==> src/rtl/multdiv_sequencer_if.sv <==
// ---------------------------------------------------------------------------
// multdiv_sequencer_if
//   Handshake bundle between the decode/datapath side and the iterative
//   multiply/divide control sequencer.
//
//   Requests (decode/datapath -> sequencer):
//     ctrl_mult      start-multiply pulse
//     ctrl_div       start-divide pulse
//     divisor_zero   operand B == 0, valid in the start cycle
//   Controls (sequencer -> datapath/pipeline):
//     load_en        capture operands at this edge
//     step_en        perform one shift/add or shift/subtract iteration
//     is_div         latched operation select (0 = multiply, 1 = divide)
//     result_en      capture the final result
//     data_ready     one-cycle completion pulse
//     data_exception divide-by-zero flag, meaningful with data_ready
//     busy           operation in flight, holds the pipeline
//     count          iteration index for datapath bit selection
//
//   master : the pipeline/datapath side
//   slave  : the sequencer
// ---------------------------------------------------------------------------
interface multdiv_sequencer_if #(
  parameter int CW = 5
);
  logic          ctrl_mult;
  logic          ctrl_div;
  logic          divisor_zero;
  logic          load_en;
  logic          step_en;
  logic          is_div;
  logic          result_en;
  logic          data_ready;
  logic          data_exception;
  logic          busy;
  logic [CW-1:0] count;

  modport master (
    output ctrl_mult, ctrl_div, divisor_zero,
    input  load_en, step_en, is_div, result_en,
    input  data_ready, data_exception, busy, count
  );

  modport slave (
    input  ctrl_mult, ctrl_div, divisor_zero,
    output load_en, step_en, is_div, result_en,
    output data_ready, data_exception, busy, count
  );
endinterface

==> src/rtl/multdiv_sequencer.sv <==
// ---------------------------------------------------------------------------
// multdiv_sequencer
//   Control FSM for the iterative 32-bit multiply/divide unit.  An accepted
//   start loads the operands (load_en, same cycle as the request), then runs
//   STEPS iteration cycles (step_en, count = 0..STEPS-1, result_en on the
//   last one), then raises data_ready for one cycle.  A divide whose
//   divisor is zero skips the iterations and completes the next cycle with
//   data_exception set.
//
//   Parameters:
//     STEPS  iteration cycles per operation (one per result bit)
//     CW     counter width, 2**CW >= STEPS
//
//   Ports:
//     clk    rising-edge clock
//     clr    synchronous active-low reset; aborts any operation in flight
//     bus    multdiv_sequencer_if.slave (requests in, controls out)
//
//   Every output except load_en comes straight from a register, so the
//   pipeline sees clean levels.  load_en is combinational from the request
//   so the operand registers capture on the same edge the FSM leaves IDLE.
// ---------------------------------------------------------------------------
module multdiv_sequencer #(
  parameter int STEPS = 32,
  parameter int CW    = 5
) (
  input  logic                clk,
  input  logic                clr,
  multdiv_sequencer_if.slave  bus
);

  typedef enum logic [1:0] {
    IDLE = 2'd0,
    RUN  = 2'd1,
    DONE = 2'd2
  } state_t;

  localparam logic [CW-1:0] LAST  = CW'(STEPS - 1);
  localparam logic [CW-1:0] ONE   = CW'(1);

  state_t        state_reg;
  logic [CW-1:0] count_reg;
  logic          is_div_reg;
  logic          busy_reg;
  logic          step_en_reg;
  logic          result_en_reg;
  logic          data_ready_reg;
  logic          data_exception_reg;

  // A request is only accepted while idle and out of reset; pulses that
  // arrive in RUN or DONE are dropped and must be re-issued.
  logic start;
  assign start = clr && (state_reg == IDLE) && (bus.ctrl_mult || bus.ctrl_div);

  always_ff @(posedge clk) begin
    if (!clr) begin
      state_reg          <= IDLE;
      count_reg          <= '0;
      is_div_reg         <= 1'b0;
      busy_reg           <= 1'b0;
      step_en_reg        <= 1'b0;
      result_en_reg      <= 1'b0;
      data_ready_reg     <= 1'b0;
      data_exception_reg <= 1'b0;
    end else begin
      case (state_reg)
        IDLE: begin
          if (bus.ctrl_mult) begin
            // Multiply wins over a simultaneous divide request.
            is_div_reg    <= 1'b0;
            count_reg     <= '0;
            state_reg     <= RUN;
            busy_reg      <= 1'b1;
            step_en_reg   <= 1'b1;
            result_en_reg <= (LAST == '0);
          end else if (bus.ctrl_div) begin
            is_div_reg <= 1'b1;
            count_reg  <= '0;
            if (bus.divisor_zero) begin
              // No iterations: report the exception on the next cycle.
              state_reg          <= DONE;
              data_ready_reg     <= 1'b1;
              data_exception_reg <= 1'b1;
            end else begin
              state_reg     <= RUN;
              busy_reg      <= 1'b1;
              step_en_reg   <= 1'b1;
              result_en_reg <= (LAST == '0);
            end
          end
        end

        RUN: begin
          if (count_reg == LAST) begin
            // Last iteration: the result register captured at this edge.
            // count returns to 0 here instead of stepping past STEPS-1.
            state_reg      <= DONE;
            count_reg      <= '0;
            busy_reg       <= 1'b0;
            step_en_reg    <= 1'b0;
            result_en_reg  <= 1'b0;
            data_ready_reg <= 1'b1;
          end else begin
            count_reg     <= count_reg + ONE;
            // Look ahead so result_en is a register aligned to count==LAST.
            result_en_reg <= ((count_reg + ONE) == LAST);
          end
        end

        DONE: begin
          state_reg          <= IDLE;
          count_reg          <= '0;
          data_ready_reg     <= 1'b0;
          data_exception_reg <= 1'b0;
        end

        default: begin
          state_reg          <= IDLE;
          count_reg          <= '0;
          busy_reg           <= 1'b0;
          step_en_reg        <= 1'b0;
          result_en_reg      <= 1'b0;
          data_ready_reg     <= 1'b0;
          data_exception_reg <= 1'b0;
        end
      endcase
    end
  end

  assign bus.load_en        = start;
  assign bus.step_en        = step_en_reg;
  assign bus.is_div         = is_div_reg;
  assign bus.result_en      = result_en_reg;
  assign bus.data_ready     = data_ready_reg;
  assign bus.data_exception = data_exception_reg;
  assign bus.busy           = busy_reg;
  assign bus.count          = count_reg;

endmodule

==> src/flat_wrapper.sv <==
// flat-port wrapper written by rule: the top's interface ports become plain ports
module multdiv_sequencer_flat 
#(
  parameter int STEPS = 32,
  parameter int CW    = 5
)
  (clk, clr, bus_ctrl_mult, bus_ctrl_div, bus_divisor_zero, bus_load_en, bus_step_en, bus_is_div, bus_result_en, bus_data_ready, bus_data_exception, bus_busy, bus_count);
  multdiv_sequencer_if #(.CW(CW)) bus_i ();
  input  logic clk;
  input  logic clr;
  input wire logic [$bits(bus_i.ctrl_mult)-1:0] bus_ctrl_mult;
  input wire logic [$bits(bus_i.ctrl_div)-1:0] bus_ctrl_div;
  input wire logic [$bits(bus_i.divisor_zero)-1:0] bus_divisor_zero;
  output wire logic [$bits(bus_i.load_en)-1:0] bus_load_en;
  output wire logic [$bits(bus_i.step_en)-1:0] bus_step_en;
  output wire logic [$bits(bus_i.is_div)-1:0] bus_is_div;
  output wire logic [$bits(bus_i.result_en)-1:0] bus_result_en;
  output wire logic [$bits(bus_i.data_ready)-1:0] bus_data_ready;
  output wire logic [$bits(bus_i.data_exception)-1:0] bus_data_exception;
  output wire logic [$bits(bus_i.busy)-1:0] bus_busy;
  output wire logic [$bits(bus_i.count)-1:0] bus_count;
  assign bus_i.ctrl_mult = bus_ctrl_mult;
  assign bus_i.ctrl_div = bus_ctrl_div;
  assign bus_i.divisor_zero = bus_divisor_zero;
  assign bus_load_en = bus_i.load_en;
  assign bus_step_en = bus_i.step_en;
  assign bus_is_div = bus_i.is_div;
  assign bus_result_en = bus_i.result_en;
  assign bus_data_ready = bus_i.data_ready;
  assign bus_data_exception = bus_i.data_exception;
  assign bus_busy = bus_i.busy;
  assign bus_count = bus_i.count;
  multdiv_sequencer #(.STEPS(STEPS), .CW(CW)) u_core (.clk(clk), .clr(clr), .bus(bus_i));
endmodule
==> config.mk <==
export PLATFORM = sky130hd
export DESIGN_NAME = multdiv_sequencer_flat
export DESIGN_NICKNAME = d
export VERILOG_FILES = /design/src/rtl/multdiv_sequencer_if.sv /design/src/rtl/multdiv_sequencer.sv /design/src/flat_wrapper.sv
export SDC_FILE = /design/constraint.sdc
export NUM_CORES = 1
export LEC_CHECK = 0
export CAP_MARGIN = 15
export CORE_MARGIN = 3
export CORE_UTILIZATION = 44
export CTS_CLUSTER_DIAMETER = 120
export DETAILED_ROUTE_END_ITERATION = 6
export PLACE_DENSITY = 0.75
export SETUP_SLACK_MARGIN = 0.1
export SLEW_MARGIN = 20
export SYNTH_ARGS = -nofsm -noshare
export SYNTH_HDL_FRONTEND = slang
export SYNTH_SLANG_ARGS = --single-unit
==> constraint.sdc <==
create_clock -name clk -period 2.81 [get_ports clk]
set_clock_uncertainty 0.2 [all_clocks]
set_input_delay 0.4215 -clock clk [delete_from_list [all_inputs] [get_ports clk]]
set_output_delay 0.4215 -clock clk [all_outputs]
set_load 0.1 [all_outputs]
-- After elaboration in Yosys (flattened, before gate mapping)
Cells that the tools add are included.
- equal/unequal tests: 10
- reductions and logical operators: 11
- bitwise gates (word level): 2
- add/subtract/negate cells: 1
- multiplexer cells: 27
- operator list (kind ; count):
    $mux 5 ; 3
    $mux 1 ; 14
    $reduce_and 4->1 ; 3
    $eq 5x5->1 const B ; 2
    $pmux 5 s2 ; 1
    $mux 2 ; 4
    $ne 2x2->1 const B ; 3
    $ne 3x3->1 const B ; 2
    $pmux 1 s3 ; 2
    $add 5x1->5 const B ; 1
    $pmux 1 s2 ; 2
    $pmux 2 s2 ; 1
    $reduce_and 2->1 ; 2
    $reduce_and 3->1 ; 1
    $eq 2x1->1 const B ; 1
    $eq 2x2->1 const B ; 1
    $logic_and 1x1->1 ; 2
    $logic_not 2->1 ; 1
    $ne 2x1->1 const B ; 1
    $not 1->1 ; 2
    $reduce_bool 2->1 ; 1
    $logic_or 1x1->1 ; 1
- logic and storage cells: 58
- register bits after elaboration: 12
- bits of input ports: 5

-- Longest topological paths before layout
Gate-level depths: netlist of the first run.
- depth in word-level cells: 4
- depth in mapped cells: 6
- mapped depth without buffers: 6

-- Least setup slack after synthesis of the first run
OpenSTA, ideal clock, no wires.
- kind: input -> output
- start: in clr
- end: out bus_load_en
- setup slack: -1193 ps
- path buffers: 0
- arrival: 3382 ps
- cell stages on the path: 2
- required time: 2189 ps
- cell sequence: inv_1 > nor4_1
- cells in the longest elaborated chain, start to end: 2
- ends and longest elaborated chain (item ; RTL line ; source):
    start: declaration ; flat_wrapper.sv:10 ; input logic clr;
    $logic_and 1x1->1 (2 in series) ; multdiv_sequencer.sv:53 ; assign start = clr && (state_reg == IDLE) && (bus.ctrl_mult || bus.ctrl_div);
    end: declaration ; flat_wrapper.sv:14 ; output wire logic [$bits(bus_i.load_en)-1:0] bus_load_en;
No other way between the ends.

-- Final worst setup path of the first run
Ends and elaborated chain as after synthesis.

==> flow_metrics.env, run 1 <==
export IMPL_max_freq_mhz=445
export IMPL_cts_sinks=12
export IMPL_ys_seq_elements=12
export IMPL_final_antenna_net_count=0
export IMPL_insertedDiodeCount=0
export IMPL_status="finished, final reports clean"
export IMPL_syn2layout_area_growth_pct=30.4
export IMPL_hold_violations=0
export IMPL_largest_reg_flops=5
export IMPL_hold_end="u_core.bus.data_exception"
export IMPL_min_path_type="reg2reg"
export IMPL_worstHoldStart="u_core.bus.data_exception"
export IMPL_grt_max_degree=10
export IMPL_cap_viol_max_count=0
export IMPL_dieWidth_um=42.6
export IMPL_worst_r2r_path_depth=6
export IMPL_yosys_warnings=0
export IMPL_maxSlewHeadroom=0.704
export IMPL_critPathLaunchType="primary input"
export IMPL_crit_slowest_cell="clkdlybuf4s50_1"
export IMPL_core_area_sq_um=1190
export IMPL_p_leak_nw=0.325
export IMPL_fin_setup_tns_ns=0
export IMPL_finalCritPeriodShare=0.799
export IMPL_grt_pass1_wl_um=2010
export IMPL_avgSynthCellArea_sq_um=8.65
export IMPL_path_clk_slew_ns=0.07
export IMPL_worstMarginPinSlew_ns=0.441
export IMPL_gp_congestion=0.842
export IMPL_grt_pass1_vias=467
export IMPL_timing_rr_start="u_core.bus.count[0]"
export IMPL_endpoint_kind="output port"
export IMPL_whs_path_depth=2
export IMPL_post_dp_hpwl_um=926
export IMPL_synth_top_cell_area_share=0.409
export IMPL_synth_yosys_seq_area_share=0.409
export IMPL_clock_latency_ns=0.27
export IMPL_cts_hold_buffers=0
export IMPL_fp_row_count=12
export IMPL_synth_nets=76
export IMPL_setup_viol=0
export IMPL_instances_no_fill=99
export IMPL_root_buffer="clkbuf_4"
export IMPL_pre_cts_ws_ns=0.568
export IMPL_antenna_found_initial=0
export IMPL_io_pins=17
export IMPL_cts_tree="yes"
export IMPL_numCtsBuffers=3
export IMPL_synth_area_leader_cell="dfxtp_1"
export IMPL_syn_inst=68
export IMPL_track_usage=0.151
export IMPL_worstSetupPathType="in2out"
export IMPL_num_vias=522
export IMPL_die_area_sq_um=1810
export IMPL_first_iter_violations=9
export IMPL_finalCriticalPeriod_ns=2.24
export IMPL_synth_most_common_cell="dfxtp_1"
export IMPL_ir_drop_uv=258
export IMPL_grt_overflow_total=0
export IMPL_via_per_inst=5.27
export IMPL_layout_drive_gt1_share=0.235
export IMPL_synth_area_sq_um=588
export IMPL_wl_per_cell_um=12.5
export IMPL_max_stage_delay_ns=0.52
export IMPL_synth_edf_count=0
export IMPL_regToRegSetupSlack_ns=0.71
export IMPL_firstDrtPassIters=4
export IMPL_nNetsFinal=95
export IMPL_yosys_most_used_dff="dfxtp_1"
export IMPL_path_cells="clkdlybuf4s50_1 -> inv_1 -> nor4_4 -> buf_12"
export IMPL_p_per_area_nw_per_um2=520
export IMPL_post_cts_setup_buffers=0
export IMPL_htreeDepth=1
export IMPL_cts_resized=0
export IMPL_yosysUniqueCellTypes=26
export IMPL_slew_viol_final=0
export IMPL_drcViolationCount=0
export IMPL_fin_ws_ns=0.565
export IMPL_timing_rr_end="u_core.bus.result_en"
export IMPL_crit_required_ns=2.19
export IMPL_start_util=0.496
export IMPL_place_inst=96
export IMPL_synth_common_cells="12 x dfxtp_1, 9 x a21oi_1, 7 x nor2_1"
export IMPL_arrival_ns=1.62
export IMPL_port_buffers=16
export IMPL_die_h_um=42.6
export IMPL_wl_um=1230
export IMPL_path_max_fanout=8
export IMPL_async_reset_ff_frac=0
export IMPL_synth_area_leaders="dfxtp_1 41%, a21oi_1 7.7%, ha_1 6.4%, nor2_1 4.5%, inv_1 3.2%"
export IMPL_rsz0062_at_grt="no"
export IMPL_cts_buffer_depth=2
## metrics by stage
step | hold slack, ns | area [sq um] | power [mW] | utilization
final | 0.253 | 767 | 0.399 | 0.647
after global routing | 0.281 | 767 | 0.419 | 0.647
after CTS | 0.256 | 767 | 0.406 | 0.647
after detailed placement | 0.246 | 744 | 0.301 | 0.628
after global placement | 0.237 | 744 | 0.301 | 0.628
after floorplan | 0.318 | 603 | 0.276 | -
## cell type report
| cell class | count | area (sq um) |
|---|---|---|
| Fill cell | 111 | 419 |
| Multi-Input combinational cell | 49 | 325 |
| Clock buffer | 3 | 22.5 |
| Timing Repair Buffer | 16 | 143 |
| Sequential cell | 12 | 240 |
| Tap cell | 14 | 17.5 |
| Inverter | 5 | 18.8 |
## worst max-delay path: cells and delay by family
kind / cells / cell delay [ns]
AND/OR/NAND/NOR: 1 / 0.29
buffers and inverters: 3 / 0.90
## power breakdown
part / leakage (nW) / switching [mW] / total (mW) / internal [mW]
registers: 0.0979 / 0.0102 / 0.187 / 0.177
clock network: 0.0138 / 0.0516 / 0.101 / 0.0496
logic: 0.213 / 0.0814 / 0.110 / 0.0290
total: 0.325 / 0.143 / 0.399 / 0.256
## per-layer routing
layer	global-route usage	wire length [um]	part of all wire	up-vias
met5	0	0	0	-
met4	0.0932	29	0.024	0
met3	0.0687	99	0.080	4
met2	0.198	499	0.40	16
met1	0.195	605	0.49	227
li1	-	-	-	275
## worst max path at each step
stage / from / cells after the start / endpoint / slack, ns
finish: clr / 4 / bus_load_en / 0.57
CTS: clr / 4 / bus_load_en / 0.55
global route: clr / 4 / bus_load_en / 0.51
floorplan: u_core.bus.count[0] / 6 / u_core.bus.result_en / 0.23
global placement: clr / 4 / bus_load_en / 0.58
detailed placement: clr / 4 / bus_load_en / 0.57
## logic make-up (layout without fill, tap and decap cells)
group / after synthesis / count (layout) / share of synthesized area
xor+xnor: 2 / 2 / 0.0298
compound gates: 16 / 16 / 0.174
fa+ha+maj: 3 / 3 / 0.0638
mux: 1 / 1 / 0.0170
flops: 12 / 12 / 0.409
simple gates: 27 / 27 / 0.243
buf+inv: 7 / 24 / 0.0638
## placed cells by master, fill, tap and decap left out, types with 2 or more instances in the layout
cell             synthesis  routed
clkbuf_4                 0       3
ha_1                     3       3
nand3_1                  3       3
dfxtp_1                 12      12
clkdlybuf4s50_1          0       4
nor3_1                   2       2
nor2_1                   7       7
xor2_1                   2       2
a21oi_1                  9       9
nand2_1                  5       5
inv_1                    5       5
buf_4                    1      11
a311oi_1                 2       2
nand2b_1                 3       3
Note: power is estimated with default switching activity, not from simulation.
==> run 2, diff against run 1 <==
--- a/config.mk
+++ b/config.mk
@@ -7,10 +7,10 @@
 export LEC_CHECK = 0
 export CAP_MARGIN = 15
 export CORE_MARGIN = 3
-export CORE_UTILIZATION = 44
+export CORE_UTILIZATION = 40
 export CTS_CLUSTER_DIAMETER = 120
 export DETAILED_ROUTE_END_ITERATION = 6
-export PLACE_DENSITY = 0.75
+export PLACE_DENSITY = 0.72
 export SETUP_SLACK_MARGIN = 0.1
 export SLEW_MARGIN = 20
 export SYNTH_ARGS = -nofsm -noshare
==> constraint.sdc (replaced) <==
create_clock -name clk -period 1.8 [get_ports clk]
set_clock_uncertainty 0.2 [all_clocks]
set_input_delay 0.27 -clock clk [delete_from_list [all_inputs] [get_ports clk]]
set_output_delay 0.27 -clock clk [all_outputs]
set_load 0.1 [all_outputs]
==> flow_metrics.env, run 2 (synthesized netlist as in run 1, its figures left out) <==
export IMPL_maxSlewHeadroom=0.826
export IMPL_path_clk_slew_ns=0.08
export IMPL_layout_drive_gt1_share=0.495
export IMPL_instances_no_fill=110
export IMPL_p_per_area_nw_per_um2=692
export IMPL_multi_input_area_sq_um=385
export IMPL_cap_viol_max_count=0
export IMPL_cts_buffer_depth=2
export IMPL_num_vias=600
export IMPL_finalPower_uw=736
export IMPL_io_pins=17
export IMPL_via_per_inst=5.45
export IMPL_worstHoldStart="u_core.bus.data_exception"
export IMPL_max_freq_mhz=532
export IMPL_crit_required_ns=1.80
export IMPL_final_cell_mix="12 x buf_12, 9 x a21oi_1, 9 x buf_4"
export IMPL_grt_overflow_total=0
export IMPL_slew_viol_final=0
export IMPL_dieWidth_um=44.3
export IMPL_arrival_ns=1.88
export IMPL_die_area_sq_um=1970
export IMPL_timing_rr_start="u_core.bus.count[1]"
export IMPL_p_int_uw=477
export IMPL_finalCritPeriodShare=1.04
export IMPL_place_inst=106
export IMPL_cts_tree="yes"
export IMPL_worstSetupPathType="reg2reg"
export IMPL_crit_start="u_core.bus.count[1]"
export IMPL_track_usage=0.180
export IMPL_finalCriticalPeriod_ns=1.88
export IMPL_largest_reg_flops=5
export IMPL_core_area_sq_um=1330
export IMPL_antenna_found_initial=0
export IMPL_firstDrtPassIters=4
export IMPL_fin_util=0.797
export IMPL_setup_viol=1
export IMPL_cts_sinks=12
export IMPL_cts_hold_buffers=0
export IMPL_syn2layout_area_growth_pct=80.9
export IMPL_first_iter_violations=5
export IMPL_violations="negative setup slack"
export IMPL_root_buffer="clkbuf_4"
export IMPL_insertedDiodeCount=0
export IMPL_p_sw_uw=259
export IMPL_post_dp_hpwl_um=1120
export IMPL_grt_pass1_wl_um=2440
export IMPL_final_antenna_net_count=0
export IMPL_critPathLaunchType="flip-flop"
export IMPL_seqCellArea_sq_um=260
export IMPL_power_frac_comb=0.299
export IMPL_rsz0062_at_grt="yes"
export IMPL_ir_drop_uv=445
export IMPL_port_buffers=16
export IMPL_power_frac_seq=0.397
export IMPL_hold_violations=0
export IMPL_dpl_cell_area_sq_um=1000
export IMPL_fin_ws_ns=-0.0787
export IMPL_nFillCells=86
export IMPL_die_h_um=44.3
export IMPL_p_leak_nw=0.418
export IMPL_worst_r2r_path_depth=6
export IMPL_grt_pass1_vias=551
export IMPL_min_path_type="reg2reg"
export IMPL_status="finished with violations"
export IMPL_gp_congestion=0.785
export IMPL_worstMarginPinSlew_ns=0.260
export IMPL_p_clk_frac=0.305
export IMPL_start_util=0.441
export IMPL_wl_um=1640
export IMPL_holdWs_ns=0.299
export IMPL_wl_per_cell_um=14.9
export IMPL_post_cts_setup_buffers=0
export IMPL_clock_latency_ns=0.28
export IMPL_nNetsFinal=104
export IMPL_htreeDepth=1
export IMPL_final_common_cell="buf_12"
export IMPL_whs_path_depth=2
export IMPL_final_cell_area_sq_um=1060
export IMPL_drcViolationCount=0
export IMPL_fp_row_count=13
export IMPL_path_max_fanout=2
export IMPL_numCtsBuffers=3
export IMPL_grt_max_degree=10
export IMPL_endpoint_kind="flip-flop"
export IMPL_switching_share=0.352
## run 2: path summary, 6_finish.rpt
path	endpoint	slack, ns
hold / removal	u_core.bus.data_exception	0.30
setup reg to reg	u_core.bus.result_en	-0.08
setup / recovery	u_core.bus.result_en	-0.08
hold reg to reg	u_core.bus.data_exception	0.30
## run 2: power by group through the flow
| stage | sequential [mW] | combinational [mW] | clock, mW |
|---|---|---|---|
| final | 0.292 | 0.220 | 0.224 |
| after CTS | 0.291 | 0.217 | 0.229 |
| after global routing | 0.293 | 0.231 | 0.232 |
| after global placement | 0.297 | 0.217 | 0 |
| after detailed placement | 0.297 | 0.218 | 0 |
| after floorplan | 0.350 | 0.0806 | 0 |
## run 2: critical path, cell delays in order (launching register included)
cell      delay, ns
dfxtp_4        0.36
ha_4           0.16
and3_4         0.18
ha_4           0.24
nand3b_1       0.09
or4_4          0.50
o31ai_2        0.07
## run 2: what timing repair did
action                     4_1_cts  5_1_grt
pin swaps                        1        1
setup endpoints to repair        2        4
gates resized for setup          5        6
## run 2: area by class of cell
type                            instances  area share
Multi-Input combinational cell         49       0.362
Sequential cell                        12       0.245
Timing Repair Buffer                   25       0.324
Inverter                                5      0.0176
Clock buffer                            4      0.0341
Tap cell                               15      0.0176
## run 2: routing by layer
layer  GRT usage  wire (um)  share of wire  up-vias
li1            -          -              -      294
met3      0.0244         61          0.037        5
met1       0.216        712           0.43      282
met2       0.282        801           0.49       19
met4       0.151         64          0.039        0
met5           0          0              0        -
## run 2: through the flow
| stage | setup slack [ns] | setup TNS, ns |
|---|---|---|
| after global placement | -0.0351 | -0.0680 |
| after CTS | -0.0936 | -0.0936 |
| after global routing | -0.112 | -0.140 |
| final | -0.0787 | -0.0787 |
| after detailed placement | -0.0804 | -0.129 |
| after floorplan | -0.159 | -0.280 |
==> run 3, diff against run 2 <==
--- a/config.mk
+++ b/config.mk
@@ -7,10 +7,10 @@
 export LEC_CHECK = 0
 export CAP_MARGIN = 15
 export CORE_MARGIN = 3
-export CORE_UTILIZATION = 40
+export CORE_UTILIZATION = 44
 export CTS_CLUSTER_DIAMETER = 120
 export DETAILED_ROUTE_END_ITERATION = 6
-export PLACE_DENSITY = 0.72
+export PLACE_DENSITY = 0.75
 export SETUP_SLACK_MARGIN = 0.1
 export SLEW_MARGIN = 20
 export SYNTH_ARGS = -nofsm -noshare
==> constraint.sdc (replaced) <==
create_clock -name clk -period 1.89 [get_ports clk]
set_clock_uncertainty 0.2 [all_clocks]
set_input_delay 0.2835 -clock clk [delete_from_list [all_inputs] [get_ports clk]]
set_output_delay 0.2835 -clock clk [all_outputs]
set_load 0.02 [all_outputs]
==> flow_metrics.env, run 3 (synthesized netlist as in run 1, its figures left out) <==
export IMPL_setup_viol=0
export IMPL_finalCritPeriodShare=0.982
export IMPL_numCtsBuffers=3
export IMPL_critPathLaunchType="flip-flop"
export IMPL_maxSlewHeadroom=0.823
export IMPL_cts_hold_buffers=0
export IMPL_root_buffer="clkbuf_4"
export IMPL_antenna_found_initial=0
export IMPL_grt_pass1_wl_um=2320
export IMPL_io_pins=17
export IMPL_finalCriticalPeriod_ns=1.86
export IMPL_worstSetupPathType="reg2reg"
export IMPL_status="finished, final reports clean"
export IMPL_first_iter_violations=13
export IMPL_cts_sinks=12
export IMPL_wl_per_cell_um=13.2
export IMPL_gp_congestion=0.817
export IMPL_die_area_sq_um=1810
export IMPL_post_dp_hpwl_um=1110
export IMPL_final_common_cell="buf_4"
export IMPL_ir_drop_uv=459
export IMPL_instances_no_fill=111
export IMPL_cts_tree="yes"
export IMPL_path_clk_slew_ns=0.07
export IMPL_grt_pass1_vias=531
export IMPL_track_usage=0.177
export IMPL_max_freq_mhz=539
export IMPL_port_buffers=16
export IMPL_arrival_ns=1.85
export IMPL_nNetsFinal=106
export IMPL_insertedDiodeCount=0
export IMPL_dieWidth_um=42.6
export IMPL_p_leak_nw=0.414
export IMPL_htreeDepth=1
export IMPL_num_vias=581
export IMPL_worstMarginPinSlew_ns=0.264
export IMPL_start_util=0.496
export IMPL_pre_cts_ws_ns=-0.342
export IMPL_clock_latency_ns=0.28
export IMPL_fin_setup_tns_ns=0
export IMPL_core_area_sq_um=1190
export IMPL_min_path_type="in2reg"
export IMPL_place_inst=107
export IMPL_final_cell_area_sq_um=912
export IMPL_die_h_um=42.6
export IMPL_fin_util=0.769
export IMPL_fin_ws_ns=0.0341
export IMPL_cap_viol_max_count=0
export IMPL_syn2layout_area_growth_pct=55.1
export IMPL_path_max_fanout=2
export IMPL_crit_required_ns=1.89
export IMPL_endpoint_kind="flip-flop"
export IMPL_firstDrtPassIters=4
export IMPL_grt_overflow_total=0
export IMPL_final_cell_mix="12 x buf_4, 10 x dfxtp_1, 9 x a21oi_1"
export IMPL_wl_um=1470
export IMPL_hold_violations=0
export IMPL_rsz0062_at_grt="yes"
export IMPL_largest_reg_flops=5
export IMPL_slew_viol_final=0
export IMPL_final_antenna_net_count=0
export IMPL_dpl_cell_area_sq_um=866
export IMPL_via_per_inst=5.23
export IMPL_cts_buffer_depth=2
export IMPL_fp_row_count=12
export IMPL_drcViolationCount=0
export IMPL_p_per_area_nw_per_um2=601
export IMPL_grt_max_degree=9
export IMPL_layout_drive_gt1_share=0.258
-- run 3: changes by cell type in the layout (fill, tap and decap cells not counted), sizes merged --
cell,delta
dlygate4sd2,+1
buf,-9
clkinv,+1
dlymetal6s2s,+3
clkdlybuf4s50,+7
clkbuf,-1
-- run 3: stage by stage --
stage	hold WS (ns)	power, mW
6_report	0.241	0.548
5_1_grt	0.269	0.575
4_1_cts	0.264	0.552
3_5_place_dp	0.254	0.389
3_3_place_gp	0.237	0.388
2_1_floorplan	0.180	0.335
-- run 3: where the power goes --
| group | leakage [nW] | switching [mW] | internal [mW] |
|---|---|---|---|
| Sequential | 0.0994 | 0.00862 | 0.262 |
| Clock | 0.0154 | 0.0844 | 0.0767 |
| Combinational | 0.300 | 0.0624 | 0.0539 |
| Total | 0.414 | 0.155 | 0.393 |
-- run 3: worst max-delay path: stages, from the launching register on --
cell	delay, ns
dfxtp_4	0.35
ha_4	0.15
and3_4	0.18
ha_4	0.25
nand3b_1	0.08
or4_1	0.48
o31ai_1	0.08
-- run 3: cell type report --
class / instances / area (sq um)
multi-input cells: 49 / 359
fillers: 97 / 274
flip-flops and latches: 12 / 248
repair buffers: 27 / 243
clock buffers: 3 / 22.5
inverters: 5 / 18.8
well taps: 14 / 17.5
clock inverters: 1 / 3.75
-- run 3: path summary, 6_finish.rpt --
check	start	end	slack (ns)	cells past startpoint
hold / removal	clr	u_core.bus.result_en	0.24	4
setup / recovery	u_core.bus.count[1]	u_core.bus.result_en	0.03	6
hold reg to reg	u_core.bus.data_exception	u_core.bus.data_exception	0.26	2
setup reg to reg	u_core.bus.count[1]	u_core.bus.result_en	0.03	6
-- run 3: what timing repair did --
item / CTS / global route
gates resized for setup: 10 / 7
pin swaps: 0 / 2
buffers inserted: 0 / 0
endpoints found under the setup margin: 7 / 6
-- run 3: routing by layer --
| metal | vias up | share of wire | track usage |
|---|---|---|---|
| li1 | 302 | - | - |
| met1 | 261 | 0.47 | 0.219 |
| met2 | 16 | 0.46 | 0.264 |
| met3 | 2 | 0.051 | 0.0773 |
| met4 | 0 | 0.011 | 0.0745 |
| met5 | - | 0 | 0 |
==> edit 1: new RTL, flow settings as in run 2 <==
`CW` is set to 5 in 3 places; all go to 10.
--- a/src/rtl/multdiv_sequencer_if.sv
+++ b/src/rtl/multdiv_sequencer_if.sv
@@ -23,3 +23,3 @@
 interface multdiv_sequencer_if #(
-  parameter int CW = 5
+  parameter int CW = 10
 );
--- a/src/rtl/multdiv_sequencer.sv
+++ b/src/rtl/multdiv_sequencer.sv
@@ -24,3 +24,3 @@
   parameter int STEPS = 32,
-  parameter int CW    = 5
+  parameter int CW    = 10
 ) (
--- a/src/flat_wrapper.sv
+++ b/src/flat_wrapper.sv
@@ -4,3 +4,3 @@
   parameter int STEPS = 32,
-  parameter int CW    = 5
+  parameter int CW    = 10
 )
Interface: changed (resized bus_count); port bits go from 17 to 22. No check against the original RTL was run, so the function may have changed too.
==> edit 1 against run 2 <==
Design area up 58%; synthesized area up 68%; routed wire length up 64%; die area up 58%; setup slack better by 0.16 ns; sequential power up 40%; non-clock buffer count up 14; total power up 42%; sequential cell count up 5; critical path depth down 4; critical endpoint is now bus_load_en; largest cell class unchanged.
==> edit 1: results (changes against run 2) <==
* Status: completed (was complete, but fails checks)
* Total Routing Usage GR at 18.7% (was 18.0%)
* Fraction of registers with async set/reset at 0% (unchanged)
* Worst-path clk slew at 0.11 ns (was 0.08 ns)
* R2R setup slack at 0.08 ns (was -0.08 ns)
* Global-route met2 utilization at 31.3% (was 28.2%)
* Met3 routed WL at 138 um (was 61 um)
* Leak pwr at 0.670 nW (was 0.418 nW)
* Sequential share of the synthesized area at 34.4% (was 40.9%)
* Post-synth top cells: 17 x dfxtp_1, 16 x nor2_1, 11 x a21oi_1, 7 x nand2_1, 6 x nor3_1 (was 12 x dfxtp_1, 9 x a21oi_1, 7 x nor2_1, 5 x inv_1, 5 x nand2_1)
* Layout filler cell count at 162 (was 86)
* Hpwl dp at 1.75 mm (was 1.12 mm)
* Largest register FFs at 10 (was 5)
* Vias per cell at 5.59 (was 5.45)
* Final core occ at 73.7% (was 79.7%)
* Crit-path max FO at 6 (was 2)
* Syn Area/Cell at 8.38 sq um (was 8.65 sq um)
* Leading post-synthesis cells by cell area: dfxtp_1 34%, nor2_1 6.1%, a21oi_1 5.6% (was dfxtp_1 41%, a21oi_1 7.7%, ha_1 6.4%)
* Hold path depth at 3 (was 2)
* WP data arrival at 1.25 ns (was 1.88 ns)
* Main synth FF type: dfxtp_1 (unchanged)
* GR met1 Demand/Resource at 23.2% (was 21.6%)
* Peak supply drop at 490 uV (was 445 uV)
* Number of setup buffers added after CTS at 8 (was 0)
* Placed cell count at 169 (was 106)
* Post-Route M1 WL at 1.22 mm (was 712 um)
* Hold_sp: clr (was u_core.bus.data_exception)
* Hold_ws at 0.267 ns (was 0.299 ns)
* WL met2 at 1.27 mm (was 801 um)
* FF-to-FF Start: u_core.bus.count[0] (was u_core.bus.count[1])
* Worst Setup EP: bus_load_en (was u_core.bus.result_en)
* Initial antenna violation count at 0 (unchanged)
* Post-CTS sizing at 6 (was 5)
* Via count at 1012 (was 600)
* NumNets Final at 161 (was 104)
* GRT met3 Usage at 2.55% (was 2.44%)
* Gate power share at 39.7% (was 29.9%)
* Final Hold Fails at 0 (unchanged)
* Clk Latency, worst-skew pair at 0.30 ns (was 0.28 ns)
* Post-Route WL at 2.70 mm (was 1.64 mm)
* Area after DPL at 0.00154 sq mm (was 0.00100 sq mm)
* Fmax achieved at 0.580 GHz (was 0.532 GHz)
* Layout cells sized above 1 at 50.3% (was 49.5%)
* Clock power frac at 21.1% (was 30.5%)
* First-pass GRT wire length at 4.65 mm (was 2.44 mm)
* Hold Path End: u_core.bus.count[6] (was u_core.bus.data_exception)
* Pre-CTS setup slack at -0.0636 ns (was -0.0804 ns)
* Hold Path Class: input port to register (was register to register)
* Syn Nets at 125 (was 76)
* Seq power at 0.409 mW (was 0.292 mW)
* First DRT Iteration DRCs at 27 (was 5)
* # port buffers at 21 (was 16)
* Netlist cell types at 38 (was 26)
==> edit 1: cell types whose count changed after synthesis, moves of 3 or more <==
cell	change
and3_1	+5
buf_2	+3
dfxtp_1	+5
nor2_1	+9
nor3_1	+4
o211a_1	+3
o21ai_0	+3
xnor2_1	+3
==> edit 1: area by class of cell <==
| cell class | count | area share [%] |
|---|---|---|
| clock buffers | 4 | 1.57 |
| inverters | 3 | 0.672 |
| multi-input cells | 90 | 41.7 |
| flip-flops and latches | 17 | 22.5 |
| well taps | 28 | 2.09 |
| repair buffers | 39 | 31.4 |
==> edit 1: critical path, stage by stage (launching register included) <==
cell and delay (ns):
dfxtp_1 0.39, nor4_4 0.34, buf_12 0.21
==> edit 1: kinds of logic after synthesis <==
logic type	share of synthesized area, %
buffers and inverters	6.83
xor gates and xnor gates	3.54
and+or+nand+nor	24.4
adders and majority gates	2.53
DFF	34.4
AOI/OAI and AO/OA	28.2
==> edit 2: new RTL, settings of run 2 <==
Made on the original files. `STEPS` is set to 32 in 2 places; all go to 24.
--- a/src/rtl/multdiv_sequencer.sv
+++ b/src/rtl/multdiv_sequencer.sv
@@ -23,3 +23,3 @@
 module multdiv_sequencer #(
-  parameter int STEPS = 32,
+  parameter int STEPS = 24,
   parameter int CW    = 5
--- a/src/flat_wrapper.sv
+++ b/src/flat_wrapper.sv
@@ -3,3 +3,3 @@
 #(
-  parameter int STEPS = 32,
+  parameter int STEPS = 24,
   parameter int CW    = 5
Check against the original RTL: same outputs for any inputs over 10 cycles, from zero or initial values; that may be too few to reach the edited logic, so the function may still have changed.
==> edit 2 against run 2 <==
Sequential cell count did not move; setup slack improved by 0.21 ns; synthesized area rose by 2.8%; clock power fell by 24%; sequential share of layout area rose by 1.2 points; count of clock-buffer cells in the layout did not move; total power rose by 8.1%; routed wire length fell by 15%; design area fell by 6.1%; utilization fell by 6.7 points; critical path type is now input port to output pin; critical endpoint is now bus_load_en.
==> edit 2: results (changes against run 2) <==
* Status: completed (was complete, but fails checks)
* Vias in the first global route at 554 (was 551)
* Leak pwr at 0.386 nW (was 0.418 nW)
* WP data arrival at 1.20 ns (was 1.88 ns)
* Post-synthesis adder-cell area fraction at 4.14% (was 6.38%)
* Hold_sp: u_core.bus.result_en (was u_core.bus.data_exception)
* Compound-cell area share of the yosys netlist at 21.5% (was 17.4%)
* GP Congestion at 0.815 (was 0.785)
* Layout filler cell count at 105 (was 86)
* Leading post-synthesis cells by cell area: dfxtp_1 40%, a21oi_1 7.5%, nor2_1 5.6% (was dfxtp_1 41%, a21oi_1 7.7%, ha_1 6.4%)
* Layout cells sized above 1 at 34.7% (was 49.5%)
* CP startpoint: clr (was u_core.bus.count[1])
* Met3 routed WL at 82 um (was 61 um)
* Post-synth top cells: 12 x dfxtp_1, 9 x a21oi_1, 9 x nor2_1, 8 x nand2_1, 4 x inv_1 (was 12 x dfxtp_1, 9 x a21oi_1, 7 x nor2_1, 5 x inv_1, 5 x nand2_1)
* Synth Area in XOR/XNOR at 1.45% (was 2.98%)
* WL met2 at 657 um (was 801 um)
* First-pass GRT wire length at 2.39 mm (was 2.44 mm)
* FF-to-FF Start: u_core.bus.count[0] (was u_core.bus.count[1])
* Total Routing Usage GR at 16.4% (was 18.0%)
* NumNets Final at 106 (was 104)
* Post-Route M1 WL at 632 um (was 712 um)
* Slew @ Worst Pin at 0.373 ns (was 0.260 ns)
* Post-CTS sizing at 3 (was 5)
* Area after DPL at 961 sq um (was 0.00100 sq mm)
* Hold_ws at 0.299 ns (about the same)
* Hold Path End: u_core.bus.result_en (was u_core.bus.data_exception)
* R2R setup slack at 0.21 ns (was -0.08 ns)
* Vias per cell at 5.42 (was 5.45)
## edit 2: cell count changes in the layout (fill, tap and decap cells not counted), moves of 2 or more
cell / run 2 / this run
buf_4: 9 / 6
nand2_1: 5 / 8
a311oi_1: 2 / 0
nand2b_1: 3 / 1
nand3_1: 3 / 1
nor2b_1: 0 / 2
o21ai_1: 0 / 2
## edit 2: area by class of cell
class                      count  share of cell area (%)
timing repair buffer          22                    32.3
multi-input combinational     55                    35.6
tap                           15                    1.88
sequential                    12                    25.7
clock buffer                   4                    2.63
inverter                       5                    1.88
## edit 2: power groups by stage
stage / Clock (mW) / Combinational, mW / Sequential [mW]
finish: 0.171 / 0.314 / 0.311
global route: 0.195 / 0.328 / 0.316
CTS: 0.180 / 0.313 / 0.309
detailed placement: 0 / 0.313 / 0.315
global placement: 0 / 0.310 / 0.315
floorplan: 0 / 0.105 / 0.396
## edit 2: routing by layer
metal  vias up  track usage, %
met1       285            20.9
met5         -               0
met3         2            5.98
met4         0            7.02
li1        310               -
met2        16            24.9
## edit 2: critical path, cell delays in order
cell,delay [ns]
clkdlybuf4s50_1,0.48
clkinv_1,0.12
nor2_4,0.15
buf_12,0.18
## edit 2: metrics by stage
step | total power [mW] | utilization [%] | cells | setup TNS [ns] | setup slack, ns
after detailed placement | 0.628 | 70.3 | 109 | 0 | 0.0189
after global placement | 0.625 | 70.3 | 109 | 0 | 0.0496
after global routing | 0.839 | 73.1 | 113 | 0 | 0.0813
final | 0.796 | 73.1 | 113 | 0 | 0.131
after floorplan | 0.501 | - | 74 | -0.0195 | -0.0195
after CTS | 0.802 | 72.1 | 113 | 0 | 0.118
